$ cat src/rtl/ui_device_responder_pkg.sv
// Shared UI device codes and active-low 7-segment glyphs for the UI device responder.
`default_nettype none

package ui_device_responder_pkg;

  typedef enum logic [1:0] {
    UI_HEX  = 2'd0,
    UI_LEDR = 2'd1,
    UI_KEY  = 2'd2,
    UI_SW   = 2'd3
  } ui_device_e;

  // Segment order is {g,f,e,d,c,b,a}; a 0 lights the segment.
  localparam logic [6:0] GLYPH_0 = 7'b1000000;
  localparam logic [6:0] GLYPH_1 = 7'b1111001;
  localparam logic [6:0] GLYPH_2 = 7'b0100100;
  localparam logic [6:0] GLYPH_3 = 7'b0110000;
  localparam logic [6:0] GLYPH_4 = 7'b0011001;
  localparam logic [6:0] GLYPH_5 = 7'b0010010;
  localparam logic [6:0] GLYPH_6 = 7'b0000010;
  localparam logic [6:0] GLYPH_7 = 7'b1111000;
  localparam logic [6:0] GLYPH_8 = 7'b0000000;
  localparam logic [6:0] GLYPH_9 = 7'b0010000;
  localparam logic [6:0] GLYPH_A = 7'b0001000;
  localparam logic [6:0] GLYPH_B = 7'b0000011;
  localparam logic [6:0] GLYPH_C = 7'b1000110;
  localparam logic [6:0] GLYPH_D = 7'b0100001;
  localparam logic [6:0] GLYPH_E = 7'b0000110;
  localparam logic [6:0] GLYPH_F = 7'b0001110;

endpackage

`default_nettype wire

$ cat src/rtl/hex_digit_decoder.sv
// Nibble to active-low 7-segment glyph (0-9, A-F) for one HEX digit.
`default_nettype none

module hex_digit_decoder
  import ui_device_responder_pkg::*;
(
  input  logic [3:0] nibble,
  output logic [6:0] segments
);

  always_comb begin
    segments = GLYPH_0;
    case (nibble)
      4'h0: segments = GLYPH_0;
      4'h1: segments = GLYPH_1;
      4'h2: segments = GLYPH_2;
      4'h3: segments = GLYPH_3;
      4'h4: segments = GLYPH_4;
      4'h5: segments = GLYPH_5;
      4'h6: segments = GLYPH_6;
      4'h7: segments = GLYPH_7;
      4'h8: segments = GLYPH_8;
      4'h9: segments = GLYPH_9;
      4'hA: segments = GLYPH_A;
      4'hB: segments = GLYPH_B;
      4'hC: segments = GLYPH_C;
      4'hD: segments = GLYPH_D;
      4'hE: segments = GLYPH_E;
      default: segments = GLYPH_F;
    endcase
  end

endmodule

`default_nettype wire

$ cat src/rtl/ui_device_responder.sv
// Device-side UI bus responder: HEX/LEDR registers, KEY sync+debounce, SW sync.
// Optional KEY_EDGE_CAPTURE_EN adds per-key sticky press bits, cleared by a UI_KEY read.
`default_nettype none

module ui_device_responder
  import ui_device_responder_pkg::*;
#(
  parameter int DBITS           = 32,
  parameter int HEX_DIGITS      = 6,
  parameter int LEDR_BITS       = 10,
  parameter int KEY_BITS        = 4,
  parameter int SW_BITS         = 10,
  parameter int DEBOUNCE_CYCLES = 50000
) (
  input  logic                    clk,
  input  logic                    reset_n,
  input  logic [DBITS-1:0]        wrData,
  input  logic                    wrEn,
  input  logic                    rdEn,
  input  logic [1:0]              device,
  output logic [DBITS-1:0]        rdData,
  input  logic [KEY_BITS-1:0]     KEY,
  input  logic [SW_BITS-1:0]      SW,
  output logic [LEDR_BITS-1:0]    LEDR,
  output logic [7*HEX_DIGITS-1:0] HEX
);

  localparam int HEX_BITS = 4 * HEX_DIGITS;
  localparam int CNT_W    = $clog2(DEBOUNCE_CYCLES);
  localparam logic [CNT_W-1:0] CNT_LAST = CNT_W'(DEBOUNCE_CYCLES - 1);

  logic [HEX_BITS-1:0]  hex_reg;
  logic [LEDR_BITS-1:0] ledr_reg;
  logic [KEY_BITS-1:0]  key_meta_n;
  logic [KEY_BITS-1:0]  key_sync_n;
  logic [KEY_BITS-1:0]  key_sync;
  logic [KEY_BITS-1:0]  key_stable;
  logic [KEY_BITS-1:0]  key_rise;
  logic [SW_BITS-1:0]   sw_meta;
  logic [SW_BITS-1:0]   sw_sync;
  logic                 unused_bits;

  always_ff @(posedge clk or negedge reset_n) begin
    if (!reset_n) begin
      hex_reg  <= '0;
      ledr_reg <= '0;
    end else if (wrEn) begin
      if (device == UI_HEX)  hex_reg  <= wrData[HEX_BITS-1:0];
      if (device == UI_LEDR) ledr_reg <= wrData[LEDR_BITS-1:0];
    end
  end

  assign LEDR = ledr_reg;

  // Key flops carry raw pin polarity so reset lands them in the released state.
  always_ff @(posedge clk or negedge reset_n) begin
    if (!reset_n) begin
      key_meta_n <= '1;
      key_sync_n <= '1;
      sw_meta    <= '0;
      sw_sync    <= '0;
    end else begin
      key_meta_n <= KEY;
      key_sync_n <= key_meta_n;
      sw_meta    <= SW;
      sw_sync    <= sw_meta;
    end
  end

  assign key_sync = ~key_sync_n;

  for (genvar k = 0; k < KEY_BITS; k++) begin : g_debounce
    logic [CNT_W-1:0] cnt;
    logic             stable;

    always_ff @(posedge clk or negedge reset_n) begin
      if (!reset_n) begin
        cnt    <= '0;
        stable <= 1'b0;
      end else if (key_sync[k] == stable) begin
        cnt <= '0;
      end else if (cnt == CNT_LAST) begin
        stable <= key_sync[k];
        cnt    <= '0;
      end else begin
        cnt <= cnt + 1'b1;
      end
    end

    assign key_stable[k] = stable;
    assign key_rise[k]   = ~stable & key_sync[k] & (cnt == CNT_LAST);
  end

`ifdef KEY_EDGE_CAPTURE_EN
  logic [KEY_BITS-1:0] sticky;
  logic                sticky_clr;

  assign sticky_clr = rdEn && (device == UI_KEY);

  // A rise on the clearing edge wins so no press is lost.
  always_ff @(posedge clk or negedge reset_n) begin
    if (!reset_n) sticky <= '0;
    else          sticky <= (sticky_clr ? '0 : sticky) | key_rise;
  end

  assign unused_bits = ^wrData;
`else
  assign unused_bits = ^{rdEn, wrData, key_rise};
`endif

  always_comb begin
    rdData = '0;
    case (device)
      UI_HEX:  rdData[HEX_BITS-1:0]  = hex_reg;
      UI_LEDR: rdData[LEDR_BITS-1:0] = ledr_reg;
      UI_SW:   rdData[SW_BITS-1:0]   = sw_sync;
      UI_KEY: begin
        rdData[KEY_BITS-1:0] = key_stable;
`ifdef KEY_EDGE_CAPTURE_EN
        rdData[2*KEY_BITS-1:KEY_BITS] = sticky;
`endif
      end
      default: rdData = '0;
    endcase
  end

  for (genvar i = 0; i < HEX_DIGITS; i++) begin : g_hex
    hex_digit_decoder u_dec (
      .nibble   (hex_reg[4*i +: 4]),
      .segments (HEX[7*i +: 7])
    );
  end

endmodule

`default_nettype wire

$ cat config.mk
export PLATFORM = sky130hd
export DESIGN_NAME = ui_device_responder
export DESIGN_NICKNAME = d
export VERILOG_FILES = /design/src/rtl/ui_device_responder_pkg.sv /design/src/rtl/hex_digit_decoder.sv /design/src/rtl/ui_device_responder.sv
export SDC_FILE = /design/constraint.sdc
export NUM_CORES = 1
export LEC_CHECK = 0
export CORE_MARGIN = 2
export CORE_UTILIZATION = 36
export DETAILED_ROUTE_END_ITERATION = 16
export PLACE_DENSITY = 0.6
export RECOVER_POWER = 100
export SKIP_LAST_GASP = 1
export SLEW_MARGIN = 20
export SYNTH_ARGS = -nofsm -noshare
export SYNTH_HDL_FRONTEND = slang
export SYNTH_SLANG_ARGS = --single-unit
$ cat constraint.sdc
create_clock -name clk -period 2.5 [get_ports clk]
set_input_delay 0.375 -clock clk [delete_from_list [all_inputs] [get_ports clk]]
set_output_delay 0.375 -clock clk [all_outputs]
set_load 0.01 [all_outputs]
; ---- Yosys cells after proc, flatten, opt, wreduce, memory -nomap -nowiden
; Memories as Yosys holds them, arrays and structs flattened.
; Cells that the tools add are included.
; Widths: inputs -> output; s select.
[classes]
mux = 11
n_addsub = 4
reduce_logical = 7
n_bitwise = 5
eq_ne = 11
[ops]
columns = operator, count
row1 = $mux 16, 8
row2 = $add 16x1->16 const B, 4
row3 = $eq 16x16->1 const B, 4
row4 = $pmux 6 s3, 1
row5 = $pmux 4 s4, 1
row6 = $mux 14, 1
row7 = $reduce_and 2->1, 6
row8 = $eq 1x1->1, 4
row9 = $eq 2x2->1 const B, 2
row10 = $not 1->1, 4
row11 = $not 4->4, 1
row12 = $eq 2x1->1 const B, 1
row13 = $logic_not 2->1, 1
[totals]
word_cells = 58
rom_bits = 672
ff_bits = 130
n_memories = 6
[mem_list]
columns = memory, words, word_bits, read_ports, rd_clocked_by_memory_dff, wr, line
row1 = (name not given), 16, 7, 1, 0, 0, hex_digit_decoder.sv:13  ; case (nibble)
row2 = (name not given), 16, 7, 1, 0, 0, hex_digit_decoder.sv:13
row3 = (name not given), 16, 7, 1, 0, 0, hex_digit_decoder.sv:13
row4 = (name not given), 16, 7, 1, 0, 0, hex_digit_decoder.sv:13
row5 = (name not given), 16, 7, 1, 0, 0, hex_digit_decoder.sv:13
row6 = (name not given), 16, 7, 1, 0, 0, hex_digit_decoder.sv:13

; ---- Depth between registers and ports, before layout
[depth]
depth_word = 4
depth_mapped = 7
depth_no_buf = 5

; ---- Modules after synthesis
; A second synthesis with hierarchy kept.
[hier_totals]
cells_unflattened = 681
hier_area_um2 = 7333.3
[by_module_without_submodules]
columns = mod, seq_area_each_um2, instances, area_per_inst_um2, cells_per_inst
row1 = ui_device_responder, 3263.1, 1, 5681.7, 489
row2 = hex_digit_decoder, 0.0, 6, 275.3, 32

; ---- Least setup slack after synthesis
; OpenSTA, ideal clock, no wires.
[synth_timing]
kind = reg2reg
from = reg g_debounce[2].cnt[10]
to = reg g_debounce[2].cnt[10]
t_arrival_ns = 1.713
setup_ns = 0.119
path_stages_with_launch = 6
slack_ns = 0.668
path_cell_list = dfrtp_1 > or4_1 > or4_4 > nand2_4 > buf_8 > nor2_1
[synth_between]
elab_chain_len = 3
elab_cells_between_ends = 4
cone_classes = 1 x add/sub / 1 x eq/ne / 2 x mux
[synth_lines]
columns = element, line
row1 = "start, declared", ui_device_responder.sv:73  ; logic [CNT_W-1:0] cnt;
row2 = "start signal, assigned", ui_device_responder.sv:86  ; cnt <= cnt + 1'b1;
row3 = $add 16x1->16 or $eq 16x16->1 (tied branches), --
row4 = $mux 16 (*), ui_device_responder.sv:82  ; end else if (cnt == CNT_LAST) begin
row5 = $mux 16 (*), ui_device_responder.sv:80  ; end else if (key_sync[k] == stable) begin
; Every way passes the cells marked *; elsewhere a longest branch is shown, timed or not.
; A chain may end at the register's enable or synchronous reset.

; ---- Worst setup path in the final report
[layout_timing]
from = reg hex_reg[12]
to = out HEX[22]
[layout_between]
elab_chain_len = 1
[layout_lines]
columns = element, line
row1 = "start, declared", ui_device_responder.sv:32  ; logic [HEX_BITS-1:0] hex_reg;
row2 = "start signal, assigned", ui_device_responder.sv:48  ; if (device == UI_HEX) hex_reg <= wrData[HEX_BITS-1:0];
row3 = $mem_v2 16x7, --
row4 = "end, declared", ui_device_responder.sv:25  ; output logic [7*HEX_DIGITS-1:0] HEX
; No other way between the ends.

==> flow_summary.toml <==
[status]
outcome = "finished, violations left"
violations = "capacitance limit, slew limit"

[pwr]
p_sw_share_pct = 28.5
pwr-share-seq_pct = 35.5
switching_power_mw = 1.93
p_per_area_mw_per_mm2 = 726
power_frac_clock_pct = 38.4
ir_drop_v = 0.000482
p_comb_share_pct = 26.0
leakage_nw = 4.10
power_mw = 6.79
p_int_mw = 4.86

[drt]
wl_mm = 16.6
firstDrtPassIters = 4
drt_iter0_drc = 197
ant_nets = 0
wl_per_cell_um = 14.7
vias = 5440
vias_per_cell = 4.82
drc = 0

[timing]
maxSlewViolCount = 20
min_period_over_period_pct = 97.1
fin_setup_tns_ns = 0
rsz0062_at_grt = "yes"
hold_ws_ns = 0.351
fmax_mhz = 412
worst_slack_ns = 0.0733
period_needed_ns = 2.43
slew_headroom_pct = -0.0677
hold_viol = 0
setup_violations = 0
tightest_slew_ns = 1.50
clock-skew-final_ns = 0.00937

[worst_setup_path]
cpPeakStageDelay_ns = 0.54
path_cells = "inv_2 > ha_1 > inv_1 > mux2i_1 > a32o_1 > clkdlybuf4s50_1"
critPathRequiredTime_ns = 2.12
critPathCaptureType = "output port"
worstReg2RegStart = "g_debounce[2].cnt[0]$_DFF_PN0_"
startpoint = "hex_reg[12]$_DFFE_PN0P_"
cp_data_arrival_time_ns = 2.05
cp_slowest_cell = "clkdlybuf4s50_1"
critPathMaxFanout = 6
critPathKind = "flip-flop to output port"
critPathLaunchType = "flip-flop"

[synthesis]
synth-async-reset-ratio_pct = 100
synthFlopType = "dfrtp_1"
synth_top_area_cell = "dfrtp_1"
ys_types = 45
synth_cells = 693
yosys-top-cells-area = "dfrtp_1 (43%), ha_1 (7.1%), xnor2_1 (6.9%)"
mappedNetlistArea_mm2 = 0.00709
synth_edf_count = 0
synth-seq-area-share_pct = 46.0
ys_ff_latch = 130
synth_top_cell_area_share_pct = 43.0
yosysWarnings = 0
syn_area_per_cell_um2 = 10.2

[final_layout]
drive_above_1_share_pct = 16.1
final_common_cell = "dfrtp_1"
syn2layout_area_growth_pct = 31.9
final_nets = 942
layout_common_cells = "dfrtp_1 (115), nor2_1 (106), xnor2_1 (56)"
n_fill_cell = 1829
largest_register_ff_count = 64
antenna_cells = 0

[floorplan]
start_util_pct = 36.6
fp-row-count = 51
dieArea_mm2 = 0.0208
pin_count = 136
core_area_mm2 = 0.0194
die_w_um = 144
die_height_um = 144

[min_path]
hold_path_class = "flip-flop to flip-flop"
worstHoldStart = "sw_meta[0]$_DFF_PN0_"

[global_route]
grt_pass1_vias = 5160
grt_util_all_layers_pct = 16.5
grt_pass1_wl_mm = 26.7
antenna_found_initial = 1
grt_overflow = 0
grt_max_degree = 61

[clock_network]
cts_inserted_buffers = 17
cts_htree_levels = 4
clock_sinks = 130
path_clk_slew_ns = 0.06
clockBufferDepth = 2
root_buffer = "clkbuf_16"
cts_tree = "yes"
clock_latency_ns = 0.41

[placement]
post-place-ws_ns = -0.111
port_buffers = 118
hpwl_mm = 11.9
gp_congestion = 0.804

[job]
max_cap_viol_count = 1
## per-layer routing
layer / global-route usage [%] / part of all wire [%]
met4: 4.85 / 1.1
met5: 0 / 0
met1: 22.8 / 49
met2: 25.8 / 45
met3: 4.11 / 5.2
## metrics by stage
stage          cell area, um2  util (%)  cells
2_1_floorplan            7120         -    700
3_3_place_gp             8780      45.2   1087
3_5_place_dp             8780      45.2   1087
4_1_cts                  9450      48.7   1125
5_1_grt                  9360      48.2   1128
6_report                 9360      48.2   1128
## synthesized netlist by cell type (17+ instances only)
cell type  number
nor4_1         17
mux2i_1        28
o21ai_0        35
mux2_2         26
clkbuf_1       20
nand3_1        22
ha_1           40
xnor2_1        56
nor3_1         20
dfrtp_1       122
nand2_1        47
nor2_1        106
inv_1          32
## layout make-up
class | instances | area [um2] | share of cell area (%)
multi-input cells | 502 | 3540 | 37.9
flip-flops and latches | 130 | 3270 | 35.0
repair buffers | 167 | 1460 | 15.6
clock buffers | 20 | 447 | 4.77
well taps | 265 | 332 | 3.54
clock inverters | 12 | 178 | 1.90
inverters | 32 | 120 | 1.28
## kinds of logic after synthesis
logic type / count (synthesis) / share of synthesized area (%)
mux: 63 / 10.9
fa+ha+maj: 40 / 7.05
simple gates: 267 / 18.2
xor+xnor: 60 / 7.41
flops: 130 / 46.0
buf+inv: 68 / 4.29
other cells: 1 / 0.0529
compound gates: 64 / 6.08
## critical path, delay by kind of cell (launching register included)
family	cells	cell delay, ns
adders and majority gates	1	0.27
muxes	1	0.12
AOI/OAI and AO/OA	1	0.17
DFF	1	0.41
buffers and inverters	3	0.67
## power by group through the flow
stage | Clock (mW) | Combinational, mW | Sequential (mW)
after floorplan | 0 | 0.953 | 2.41
after global placement | 0 | 1.87 | 2.44
after detailed placement | 0 | 1.88 | 2.45
after CTS | 2.68 | 1.87 | 2.41
after global routing | 2.77 | 1.94 | 2.44
final | 2.61 | 1.77 | 2.41
## final timing paths
check	slack, ns	cells after the start	to
max	0.07	6	HEX[22]
min	0.35	0	sw_sync[0]$_DFF_PN0_
max reg2reg	0.28	5	g_debounce[2].cnt[7]$_DFF_PN0_
min reg2reg	0.35	0	sw_sync[0]$_DFF_PN0_
max in group asynchronous	0.43	3	key_meta_n[0]$_DFF_PN1_
min in group asynchronous	0.85	2	g_debounce[2].cnt[12]$_DFF_PN0_
## repair_timing
action	in CTS	in global routing
buffers inserted	5	3
gates cloned	0	0
pin swaps	0	0
endpoints found under the hold margin	51	0
hold buffers	1	0
resized for setup	29	45
setup endpoints to repair	33	38
Note: power is estimated with default switching activity, not from simulation.
